--- config.mk ---
export PLATFORM = sky130hd
export DESIGN_NAME = mem_row_reader
export DESIGN_NICKNAME = d
export VERILOG_FILES = /design/src/rtl/mem_rd_pkg.sv /design/src/rtl/mem_row_reader.sv
export SDC_FILE = /design/constraint.sdc
export NUM_CORES = 1
export LEC_CHECK = 0
export CAP_MARGIN = 20
export CORE_MARGIN = 4
export CORE_UTILIZATION = 54
export DETAILED_ROUTE_END_ITERATION = 6
export DONT_BUFFER_PORTS = 1
export PLACE_DENSITY_LB_ADDON = 0.12
export SLEW_MARGIN = 10
export SYNTH_ARGS = -nofsm -noshare
export SYNTH_HDL_FRONTEND = slang
export SYNTH_SLANG_ARGS = --single-unit
--- constraint.sdc ---
create_clock -name clk -period 4.08 [get_ports clk]
set_input_delay 0.816 -clock clk [delete_from_list [all_inputs] [get_ports clk]]
set_output_delay 0.816 -clock clk [all_outputs]
set_load 0.005 [all_outputs]
--- src/rtl/mem_rd_pkg.sv ---
// Shared types for the activation-memory row reader.
package mem_rd_pkg;

    localparam int WORD_BYTES = 8;

    typedef enum logic [2:0] {
        ST_IDLE,
        ST_FETCH,
        ST_DRAIN,
        ST_HOLD,
        ST_DONE
    } rd_state_e;

endpackage

--- src/rtl/mem_row_reader.sv ---
// Fetches row_count consecutive rows from a 1-cycle-latency 64-bit memory and
// presents each reassembled row over a valid/ready handshake.
module mem_row_reader
    import mem_rd_pkg::*;
#(
    parameter int ROW_BYTES = 32,
    parameter int ADDR_W    = 32
) (
    input  logic                   clk,
    input  logic                   rst_n,
    input  logic                   start,
    input  logic [ADDR_W-1:0]      base_addr,
    input  logic [15:0]            row_count,
    output logic                   busy,
    output logic                   done,
    output logic                   mem_write_en,
    output logic [ADDR_W-1:0]      mem_addr,
    input  logic [63:0]            mem_data_in,
    output logic                   row_valid,
    input  logic                   row_ready,
    output logic [ROW_BYTES*8-1:0] row_data,
    output logic [15:0]            row_idx
);

    localparam int WORDS  = ROW_BYTES / WORD_BYTES;
    localparam int SLOT_W = (WORDS > 1) ? $clog2(WORDS) : 1;
    localparam logic [SLOT_W-1:0] LAST_WORD = SLOT_W'(WORDS - 1);

    rd_state_e              r_state;
    logic [ADDR_W-1:0]      r_cur_addr;
    logic [ADDR_W-1:0]      r_last_addr;
    logic [15:0]            r_rows_left;
    logic [SLOT_W-1:0]      r_word_cnt;
    logic                   r_pend;
    logic [SLOT_W-1:0]      r_slot;
    logic [ROW_BYTES*8-1:0] r_row_data;
    logic                   r_row_valid;
    logic [15:0]            r_row_idx;
    logic                   r_done;
    logic [63:0]            w_word;

    // Memory words are big-endian: the top byte is the lowest row byte.
    always_comb begin
        w_word = '0;
        for (int j = 0; j < WORD_BYTES; j++)
            w_word[8*j +: 8] = mem_data_in[63-8*j -: 8];
    end

    always_ff @(posedge clk or negedge rst_n) begin
        if (!rst_n) begin
            r_state     <= ST_IDLE;
            r_cur_addr  <= '0;
            r_last_addr <= '0;
            r_rows_left <= '0;
            r_word_cnt  <= '0;
            r_pend      <= 1'b0;
            r_slot      <= '0;
            r_row_data  <= '0;
            r_row_valid <= 1'b0;
            r_row_idx   <= '0;
            r_done      <= 1'b0;
        end else begin
            r_done <= 1'b0;
            r_pend <= 1'b0;
            if (r_pend)
                r_row_data[int'(r_slot)*64 +: 64] <= w_word;

            case (r_state)
                ST_IDLE: begin
                    if (start) begin
                        if (row_count != 16'd0) begin
                            r_cur_addr  <= base_addr;
                            r_rows_left <= row_count;
                            r_row_idx   <= '0;
                            r_word_cnt  <= '0;
                            r_state     <= ST_FETCH;
                        end else begin
                            r_done  <= 1'b1;
                            r_state <= ST_DONE;
                        end
                    end
                end
                ST_FETCH: begin
                    // Read data returns next cycle, so the slot rides along with pend.
                    r_last_addr <= r_cur_addr;
                    r_cur_addr  <= r_cur_addr + 1'b1;
                    r_pend      <= 1'b1;
                    r_slot      <= r_word_cnt;
                    r_word_cnt  <= r_word_cnt + 1'b1;
                    if (r_word_cnt == LAST_WORD)
                        r_state <= ST_DRAIN;
                end
                ST_DRAIN: begin
                    r_row_valid <= 1'b1;
                    r_state     <= ST_HOLD;
                end
                ST_HOLD: begin
                    if (row_ready) begin
                        r_row_valid <= 1'b0;
                        r_rows_left <= r_rows_left - 1'b1;
                        if (r_rows_left == 16'd1) begin
                            r_done  <= 1'b1;
                            r_state <= ST_DONE;
                        end else begin
                            r_row_idx  <= r_row_idx + 1'b1;
                            r_word_cnt <= '0;
                            r_state    <= ST_FETCH;
                        end
                    end
                end
                ST_DONE: r_state <= ST_IDLE;
                default: r_state <= ST_IDLE;
            endcase
        end
    end

    assign mem_addr     = (r_state == ST_FETCH) ? r_cur_addr : r_last_addr;
    assign mem_write_en = 1'b0;
    assign busy         = (r_state != ST_IDLE);
    assign done         = r_done;
    assign row_valid    = r_row_valid;
    assign row_data     = r_row_data;
    assign row_idx      = r_row_idx;

endmodule

==> impl_results.md <==
- Outcome: complete, no violations
- Initial Utilization: 55.4%
- Die Y: 172 microns
- Comb power frac: 25.9%
- Core area: 26400 sq um
- Min cycle time layout: 3430 ps
- Max clock buf depth: 3
- Post-CTS repair timing setup buffer count: 0
- Wirelength, routed: 43600 microns
- Net Sw Power: 0.00495 W
- Worst IR Drop VDD: 550 uV
- Commonest non-fill, non-tap cell in the layout: dfrtp_1
- Ant. Diodes: 0
- Slew Viols, Final: 0
- Final ANT Viol Nets: 0
- Top_reg_cell synth: dfrtp_1
- Vias in the first global route: 10.3k
- Hold Crit Class: input port to async pin
- Clk_skew: 19.7 ps
- Max Freq: 291 MHz
- Yosys top cell by area: dfrtp_1
- DRC viols: 0
- CP max FO: 31
- Sw Ratio: 36.0%
- Clock Latency Late Sink: 530 ps
- Mean Syn Cell Area: 11.8 sq um
- I/O pins: 424
- Critical Path Sink Type: output pin
- Leak: 7.55 nW
- Top cell type's share of synthesized area: 62.0%
- Nets: 1328
- Instance count on the critical path: 5
- Worst EP required: 3260 ps
- CTS Sinks: 362
- Setup violations, final: 0
- Global-route wire length before repair: 64500 microns
- Port bufs: 0
- Die area: 29700 sq um
- Internal Power: 0.00879 W
- Worst Tran Pin Value: 1020 ps
- First-pass iteration count of the detailed router: 5
- Async SR Flop Fraction: 100%
- Layout cell share with drive strength beyond 1: 8.69%
- Startpoint types: flip-flop
- Slew margin rel.: 31.1%
- Finished Core Util: 61.7%
- Crit path arrival time: 2620 ps
- Critical Path Start: r_state[0]$_DFFE_PN0P_
- H-tree Lvls: 2
- Most frequent CP cell: nand2_1
- Fillers: 2074
- Site Rows: 59
- Post-CTS sizing: 0
- Most frequent cells in the layout: dfrtp_1, a22o_1, nand2_1, a21oi_1, o21ai_0
- Sequential element share of the synthesized area: 62.0%
- Post-synth EDFFs: 0
- Via density per instance: 6.85
- Initial antenna violation count: 1
- Critical-path top delay cell: dfrtp_1
- Total gr overflow: 0
- Post-route clock period utilization: 84.1%
- Mapped Area: 14600 sq um
- TritonCTS Buffers: 38
- Largest cells by area after synthesis: dfrtp_1, a22o_1, nand2_1
- Clock power frac: 27.0%
- Pwr Density: 846 nW/um^2
- Crit-path cells: or3b_2, inv_2, buf_4, nand2_1, nand2_1
- Synthesized instance count: 1233
- RR Startpoint: r_state[0]$_DFFE_PN0P_
- Largest net degree at the start of global routing: 363
- Largest stage delay on the critical path: 600 ps
- Maxcap violations: 0
- CP Buf/Inv Count: 2
- Gr usage total: 27.7%
- Critical path's top delay family: simple AND/OR/NAND/NOR gates
- RSZ-0062 raised after global routing: no
- CTS clk-pin slew, worst paths: 60 ps
- Routed vias: 10.7k
- FF-to-FF path depth: 6
- WS Path Type: flip-flop to output pin
- Number of synthesized register bits: 362
- Routed wire per std cell: 27.8 microns
- Yosys warnings: 0
- GP Congestion: 0.876
- Post-Route Setup TNS: 0 ps
- CTS tree: built
- DP HPWL: 28600 microns
- Reg power frac: 47.0%
- Final Hold Fails: 0
- Layout area overhead: 11.3%
- Synth Net Count: 1359
- Initial drt markers: 877
- Unique cell type count in the Yosys netlist: 69
- Die W: 172 microns
- Root buffer cell: clkbuf_16
==> cells in the mapped netlist (all sizes together), types with 4 or more instances <==
library cell / instances
and3: 12
clkbuf: 81
inv: 9
o31ai: 9
or3: 5
a2bb2oi: 9
a22o: 257
nor4b: 4
mux2i: 4
nor3: 11
o21a: 4
ha: 10
nand2b: 4
o311a: 4
a21oi: 55
o211ai: 4
nand3: 25
or4: 9
nor4: 22
nor2: 37
nand4: 16
buf: 10
o21ai: 47
dfrtp: 362
nand2: 149
o22ai: 7
a31oi: 11
==> power groups by stage <==
stage | combinational, W | clock, W | sequential, W
after floorplan | 0.00282 | 0 | 0.00589
after detailed placement | 0.00354 | 0 | 0.00652
after global routing | 0.00396 | 0.00392 | 0.00662
after CTS | 0.00357 | 0.00377 | 0.00646
final | 0.00357 | 0.00371 | 0.00647
after global placement | 0.00343 | 0 | 0.00649
==> registers in the layout, indices dropped and copies added (netlist names), 2 cells and up <==
| register | flops |
|---|---|
| r_cur_addr | 32 |
| r_last_addr | 32 |
| r_rows_left | 16 |
| r_slot | 2 |
| r_state | 3 |
| r_word_cnt | 2 |
| row_data | 256 |
| row_idx | 16 |
==> cells by family after synthesis <==
kind of cell / Yosys count / share of synthesized area (%)
other: 1 / 0.0257
muxes: 5 / 0.351
DFF: 362 / 62.0
xor gates and xnor gates: 1 / 0.0600
and+or+nand+nor: 316 / 10.8
buffers and inverters: 100 / 2.64
AOI/OAI and AO/OA: 438 / 23.3
adders and majority gates: 10 / 0.857
==> stage by stage <==
stage	total power, W	hold slack, ps	std cells	worst slack (ps)	area (sq um)
6_report	0.0137	23.5	1567	648	16200
5_1_grt	0.0145	4.15	1567	496	16200
4_1_cts	0.0138	-24.5	1566	646	16200
3_5_place_dp	0.0101	487	1496	1210	14900
3_3_place_gp	0.00993	481	1496	1270	14900
2_1_floorplan	0.00871	461	1233	1530	14600
==> worst paths after layout <==
check / to / slack (ps)
max in group asynchronous: row_data[38]$_DFFE_PN0P_ / 3320
worst max register to register: r_cur_addr[27]$_DFFE_PN0P_ / 1340
min in group clk: row_data[229]$_DFFE_PN0P_ / 420
worst min register to register: r_last_addr[26]$_DFF_PN0_ / 500
worst max-delay path: mem_addr[22] / 650
worst min-delay path: r_rows_left[12]$_DFFE_PN0P_ / 20
==> routing by layer <==
layer | wire length (microns) | vias to the layer above | GRT usage [%]
met4 | 1590 | 2 | 9.09
li1 | - | 4613 | -
met1 | 16100 | 5503 | 34.7
met3 | 4760 | 93 | 9.74
met5 | 7 | - | 0
met2 | 21100 | 529 | 45.2
==> area by class of cell <==
class	count	area [sq um]	area share (%)
well taps	335	419	2.58
repair buffers	20	170	1.05
clock buffers	57	1120	6.92
inverters	9	33.8	0.208
flip-flops and latches	362	9060	55.8
multi-input cells	771	5200	32.0
clock inverters	13	241	1.49
(Power assumes the default switching activity.)
